===== config.mk =====
export PLATFORM = sky130hd
export DESIGN_NAME = mem_request_arbiter
export DESIGN_NICKNAME = d
export VERILOG_FILES = /design/src/rtl/mem_request_arbiter.sv
export SDC_FILE = /design/constraint.sdc
export NUM_CORES = 1
export LEC_CHECK = 0
export ABC_AREA = 1
export CAP_MARGIN = 20
export CORE_MARGIN = 10
export CORE_UTILIZATION = 40
export DETAILED_ROUTE_END_ITERATION = 8
export DONT_BUFFER_PORTS = 1
export PLACE_DENSITY = 0.62
export SYNTH_ARGS = -nofsm -noshare
export SYNTH_HDL_FRONTEND = slang
export SYNTH_SLANG_ARGS = --single-unit

===== constraint.sdc =====
create_clock -name CLK -period 1.75 [get_ports CLK]
set_input_delay 0.35 -clock CLK [delete_from_list [all_inputs] [get_ports CLK]]
set_output_delay 0.35 -clock CLK [all_outputs]
set_load 0.05 [all_outputs]

===== src/rtl/mem_request_arbiter.sv =====
// mem_request_arbiter
// Responder side of the datapath/cache interface. Arbitrates instruction-fetch
// and data requests onto one shared single-port RAM of variable latency.
// Data requests are served before instruction fetches. Hit pulses and load
// data are returned, and halt/error status is reported. HALT and ERR are
// terminal states that are left only through reset.

module mem_request_arbiter #(
  parameter int WORD_W  = 32,
  parameter int ADDR_W  = 32,
  parameter int TIMEOUT = 255   // 1..255, limited by the 8-bit service counter
) (
  input  logic              CLK,
  input  logic              nRST,
  input  logic              halt,
  input  logic              imemREN,
  input  logic [ADDR_W-1:0] imemaddr,
  input  logic              dmemREN,
  input  logic              dmemWEN,
  input  logic [ADDR_W-1:0] dmemaddr,
  input  logic [WORD_W-1:0] dmemstore,
  output logic              ihit,
  output logic              dhit,
  output logic [WORD_W-1:0] imemload,
  output logic [WORD_W-1:0] dmemload,
  output logic              ramREN,
  output logic              ramWEN,
  output logic [ADDR_W-1:0] ramaddr,
  output logic [WORD_W-1:0] ramstore,
  input  logic [WORD_W-1:0] ramload,
  input  logic [1:0]        ramstate,
  output logic              halted,
  output logic              error
);

  // RAM handshake encoding.
  localparam logic [1:0] RAM_ACCESS = 2'd2;
  localparam logic [1:0] RAM_ERROR  = 2'd3;

  // Controller states.
  localparam logic [2:0] S_IDLE  = 3'd0;
  localparam logic [2:0] S_DSERV = 3'd1;
  localparam logic [2:0] S_ISERV = 3'd2;
  localparam logic [2:0] S_RESP  = 3'd3;
  localparam logic [2:0] S_HALT  = 3'd4;
  localparam logic [2:0] S_ERR   = 3'd5;

  localparam logic [7:0] TIMEOUT_CNT = 8'(TIMEOUT);

  logic [2:0]        state;
  logic [2:0]        state_next;
  logic [7:0]        counter;
  logic [7:0]        counter_inc;
  logic              serving;
  logic              start;

  // Copies of the request taken when leaving IDLE. The RAM is driven only
  // from these, so it sees a stable request for the whole access.
  logic [ADDR_W-1:0] lat_addr;
  logic [WORD_W-1:0] lat_store;
  logic              lat_write;   // data write (wins over a simultaneous read)
  logic              lat_data;    // 1: data request, 0: instruction fetch

  assign serving     = (state == S_DSERV) || (state == S_ISERV);
  assign counter_inc = counter + 8'd1;
  assign start       = (state == S_IDLE) && !halt && (dmemREN || dmemWEN || imemREN);

  // Next-state selection.
  always_comb begin
    // NOTE: default first, so paths that do not assign state_next cannot infer a latch.
    state_next = state;
    case (state)
      S_IDLE: begin
        if (halt)                        state_next = S_HALT;
        else if (dmemREN || dmemWEN)     state_next = S_DSERV;
        else if (imemREN)                state_next = S_ISERV;
      end
      S_DSERV, S_ISERV: begin
        if (ramstate == RAM_ACCESS)      state_next = S_RESP;
        else if (ramstate == RAM_ERROR)  state_next = S_ERR;
        else if (counter_inc == TIMEOUT_CNT) state_next = S_ERR;
      end
      S_RESP:  state_next = S_IDLE;
      S_HALT:  state_next = S_HALT;
      S_ERR:   state_next = S_ERR;
      default: state_next = S_IDLE;
    endcase
  end

  // State register.
  always_ff @(posedge CLK or negedge nRST) begin
    // NOTE: sequential state uses non-blocking assignments so every register samples pre-edge values.
    if (!nRST) state <= S_IDLE;
    else       state <= state_next;
  end

  // Service counter: counts cycles spent waiting on the RAM, cleared otherwise.
  always_ff @(posedge CLK or negedge nRST) begin
    if (!nRST)        counter <= '0;
    else if (serving) counter <= counter_inc;
    else              counter <= '0;
  end

  // Latch the winning request when service starts.
  always_ff @(posedge CLK or negedge nRST) begin
    if (!nRST) begin
      lat_addr  <= '0;
      lat_store <= '0;
      lat_write <= 1'b0;
      lat_data  <= 1'b0;
    end else if (start) begin
      if (dmemREN || dmemWEN) begin
        lat_addr  <= dmemaddr;
        lat_store <= dmemstore;
        lat_write <= dmemWEN;
        lat_data  <= 1'b1;
      end else begin
        lat_addr  <= imemaddr;
        lat_store <= '0;
        lat_write <= 1'b0;
        lat_data  <= 1'b0;
      end
    end
  end

  // Capture RAM read data into the load register of the serviced kind.
  always_ff @(posedge CLK or negedge nRST) begin
    if (!nRST) begin
      imemload <= '0;
      dmemload <= '0;
    end else if (serving && (ramstate == RAM_ACCESS)) begin
      if (state == S_ISERV)  imemload <= ramload;
      else if (!lat_write)   dmemload <= ramload;
    end
  end

  // RAM strobes, hit pulses and status decoded from state. Async reset of the
  // state register therefore drops the strobes in the same cycle.
  always_comb begin
    ramREN   = serving && !lat_write;
    ramWEN   = serving && lat_write;
    ramaddr  = serving ? lat_addr : '0;
    ramstore = (serving && lat_write) ? lat_store : '0;
    // A hit is only reported while the originating request is still asserted.
    ihit     = (state == S_RESP) && !lat_data && imemREN;
    dhit     = (state == S_RESP) && lat_data && (lat_write ? dmemWEN : dmemREN);
    halted   = (state == S_HALT);
    error    = (state == S_ERR);
  end

endmodule


# Word level (Yosys, flattened, before mapping)
# Cells that the tools add are included.
[op_classes]
addsub = 1
n_eq_ne = 10
n_mux = 15
bitwise = 2
n_reduce_logical = 20
[ops]
columns = ["op", "count"]
rows = [
  ["$mux 32", 4],
  ["$mux 3", 6],
  ["$pmux 3 s4", 1],
  ["$logic_and 1x1->1", 9],
  ["$add 8x1->8 const B", 1],
  ["$eq 8x8->1 const B", 1],
  ["$mux 8", 1],
  ["$eq 3x2->1 const B", 2],
  ["$eq 3x3->1 const B", 2],
  ["$eq 2x2->1 const B", 2],
  ["$ne 4x3->1 const B", 1],
  ["$ne 4x4->1 const B", 1],
  ["$reduce_and 2->1", 2],
  ["$eq 3x1->1 const B", 1],
  ["$logic_not 1->1", 3],
  ["$logic_not 3->1", 1],
  ["$logic_or 1x1->1", 3],
  ["$mux 1", 3],
  ["$reduce_and 3->1", 1],
  ["$not 1->1", 2],
  ["$reduce_or 2->1", 1],
]
[totals]
ff_bits = 141
out_inout_bits = 134
word_cells = 56

# Logic depth before layout (Yosys ltp)
[depth]
depth_word = 6
mapped_depth = 13
ltp_nobuf = 13

# Worst setup path after synthesis
# No wires, ideal clock.
[synth_path]
path_kind = "flip-flop to output port"
from = "reg state[2]"
to = "out dhit"
t_arrival_ps = 2968
path_slack_ps = -1568
path_stages_with_launch = 4
path_cell_list = "dfrtp_1 > inv_2 > nand3_1 > a2111oi_0"
[synth_via]
elab_chain_cells = 3
[synth_lines]
columns = ["element", "line_no", "text"]
rows = [
  ["start, declared", "50", "logic [2:0] state;"],
  ["start signal, assigned", "94", "else state <= state_next;"],
  ["$eq 3x2->1", "146", "dhit = (state == S_RESP) && lat_data && (lat_write ? dmemWEN : dmemREN);"],
  ["$logic_and 1x1->1 (2 in a row)", "146", ""],
  ["end, declared", "23", "output logic dhit,"],
]
# No other way between the ends.

# Worst setup path after layout
[layout_path]
from = "reg state[0]"
to = "out ramaddr[1]"
[layout_via]
elab_chain_cells = 3
word_cells_on_any_way = 4
[layout_lines]
columns = ["element", "line_no", "text"]
rows = [
  ["$eq 3x1->1 / $eq 3x2->1 (equally long branches)", "64", "assign serving = (state == S_DSERV) || (state == S_ISERV);"],
  ["$logic_or 1x1->1 (*)", "64", ""],
  ["$mux 32 (*)", "142", "ramaddr = serving ? lat_addr : '0;"],
  ["end, declared", "28", "output logic [ADDR_W-1:0] ramaddr,"],
]
# Every way passes the cells marked *; elsewhere a longest branch is shown, timed or not.

==> summary.txt <==
outcome - finished with violations
failing checks - negative hold slack, negative setup slack
Setup violations, final - 102
largest net degree at the start of global routing - 142
met3 wire len - 1383 um
Die W - 145.5 um
Clk pwr share - 20.2%
Mapped Area - 0.006297 mm2
layout cells sized above 1 - 27.31%
CP Capture Type - primary output
# DRC - 0
Ant. Diodes - 0
met2 wire len - 10,020 um
Arr. time, crit path - 1.74 ns
Worst R2R Start - state[0]$_DFFE_PN0P_
Worst Setup Start Kind - flop
Synth area leaders - dfrtp_1 56%, nand2_1 9.4%, nor2_1 6.9%
WS Path Type - reg -> out
net switching power - 8447 uW
Port Buffer Count - 0
DRT Pass-1 Iters - 4
R2R Setup Slk - -0.13 ns
Top Metal Used - met4
P_int - 9694 uW
Placer Congestion - 0.8274
Synth top area share - 56.03%
Worst Clk Skew - 0.007684 ns
drt wl/cell - 17.96 um
DRT antenna net count - 0
average vias per placed instance - 4.988
final setup margin - -0.3446 ns
RSZ-0062 raised after global routing - true
Tot GR Track Use - 16.74%
# clock sinks - 141
Comb pwr share - 40.9%
vias in the first global route - 5,356
Netlist cell types - 29
worst hold slack - -0.3688 ns
total gr overflow - 0
max cap viols - 0
worst slew pin tran - 0.5110 ns
met1 WL - 7438 um
Rel. slew slack - 65.93%
post-synthesis cell count - 764
Die H - 145.5 um
initial antenna violation count - 0
RR Endpoint - dmemload[5]$_DFFE_PN0P_
leakage - 0.004328 uW
Util after Layout - 59.86%
commonest non-fill, non-tap cell in the layout - nand2_1
CTS H-tree lvls - 4
#FFs+latches synth - 141
CTS tree - built
Synthesis Warnings - 0
Mean Syn Cell Area - 8.243 um2
setup TNS - -22.30 ns
fin cells - 1,075
syn_nets - 902
post-placement cell count - 1,019
PD cells - 1979 mW/mm2
most frequent cells in the layout - 150 x nand2_1, 138 x dfrtp_1, 111 x inv_1
Critical Path Fanout Max - 11
Peak Freq - 477.4 MHz
Worst R2R Path Depth - 10
Reg clk slew, reported paths - 0.06 ns
initial core utilization - 41.12%
Fin. Hold Viols - 141
drt total wl - 19,310 um
Site Rows - 45
CTS Buf Count - 17
Layout area overhead - 45.58%
Final min period - 2.095 ns
WP data required - 1.40 ns
Worst-Skew Late Latency - 0.41 ns
via count - 5,362
sw frac - 46.56%
Top Ports - 270
root buf cell - clkbuf_16
Post-DP HPWL - 13,450 um
post-synth top area cell - dfrtp_1
die area - 0.02116 mm2
drt first-iter violations - 271
first-pass GRT wire length - 28,860 um
clock buffer depth - 2
max-slew violations - 0
Flop pwr share - 38.8%
nets@finish - 989
Worst Hold Class - in -> async
Final Cycle Share - 119.7%
worst-case vdd ir drop - 0.0009657 V
Core Region - 0.01531 mm2
Seq/Total Area, Yosys - 56.03%
layout make-up:
| type | instances | area (um2) |
|---|---|---|
| flip-flops and latches | 141 | 3532 |
| repair buffers | 110 | 1659 |
| clock inverters | 13 | 162.7 |
| inverters | 118 | 457.9 |
| fillers | 1276 | 6147 |
| well taps | 211 | 264.0 |
| clock buffers | 19 | 442.9 |
| multi-input cells | 463 | 2649 |
state kept, by name, indices dropped and copies added, names as in the netlist:
register,flops
state,3
lat_data,1
lat_write,1
counter,8
imemload,32
lat_addr,32
dmemload,32
lat_store,32
through the flow:
step / hold slack [ns] / instance area, um2 / total power [uW] / worst slack (ns)
after floorplan: 0.05441 / 6601 / 11050 / -0.2098
after global placement: 0.05870 / 7782 / 12790 / 0.07741
after detailed placement: 0.05766 / 7782 / 12980 / 0.04270
after CTS: -0.3885 / 8544 / 16950 / -0.3579
after global routing: -0.3997 / 9168 / 19080 / -0.3932
final: -0.3688 / 9168 / 18140 / -0.3446
synth_stat cells:
cell type,number
buf_4,3
buf_1,7
nor2_1,116
xnor2_1,1
nor3_1,2
buf_6,4
dfrtp_1,141
nor2_2,2
o21ai_2,1
o21ai_0,66
nand3_1,42
a2111oi_0,1
clkbuf_1,12
o21bai_1,1
nand3_4,1
nor2_8,1
nand3b_4,1
nand3b_1,1
nor2_4,1
o21ai_1,32
ha_1,2
a31oi_1,32
a221oi_1,1
buf_2,16
a22o_1,1
inv_2,4
inv_1,114
nand2_2,1
nand2_1,157
worst max path at each step:
stage                                    start            to  cells past startpoint
after floorplan           state[2]$_DFFE_PN0P_          dhit                      3
after global placement    state[1]$_DFFE_PN0P_        ramWEN                      8
after detailed placement  state[1]$_DFFE_PN0P_        ramWEN                      8
after CTS                 state[0]$_DFFE_PN0P_  ramstore[21]                      8
after global routing      state[1]$_DFFE_PN0P_    ramaddr[1]                      6
final                     state[0]$_DFFE_PN0P_    ramaddr[1]                      6
layer usage:
| metal | GRT usage [%] | vias up |
|---|---|---|
| met4 | 5.814 | 0 |
| met2 | 28.54 | 199 |
| met3 | 6.333 | 29 |
| met1 | 18.78 | 2578 |
| met5 | 0 | - |
| li1 | - | 2556 |
power groups by stage:
stage               clock (uW)  sequential, uW  combinational [uW]
finish                    3670            7050                7420
global placement             0            7040                5750
global route              3920            7200                7960
detailed placement           0            7080                5900
CTS                       3760            7050                6140
floorplan                    0            6800                4240
cells by family after synthesis:
group,after synthesis,synth area share (%)
AOI/OAI and AO/OA,135,11.64
xor gates and xnor gates,1,0.1391
adders and majority gates,2,0.3973
buffers and inverters,160,10.51
DFF,141,56.03
and+or+nand+nor,325,21.28
what timing repair did:
action,CTS,global route
cloned,2,6
hold endpoints to repair,141,141
setup endpoints to repair,70,127
pin swaps,2,6
setup buffers,4,12
gates resized for setup,22,101
worst max-delay path, cell delays in order (launching register included):
cell	delay, ns
dfrtp_2	0.45
nand2_2	0.10
nand3_4	0.12
buf_4	0.17
buf_16	0.15
nor2_2	0.15
buf_6	0.18
(Power assumes the default switching activity.)
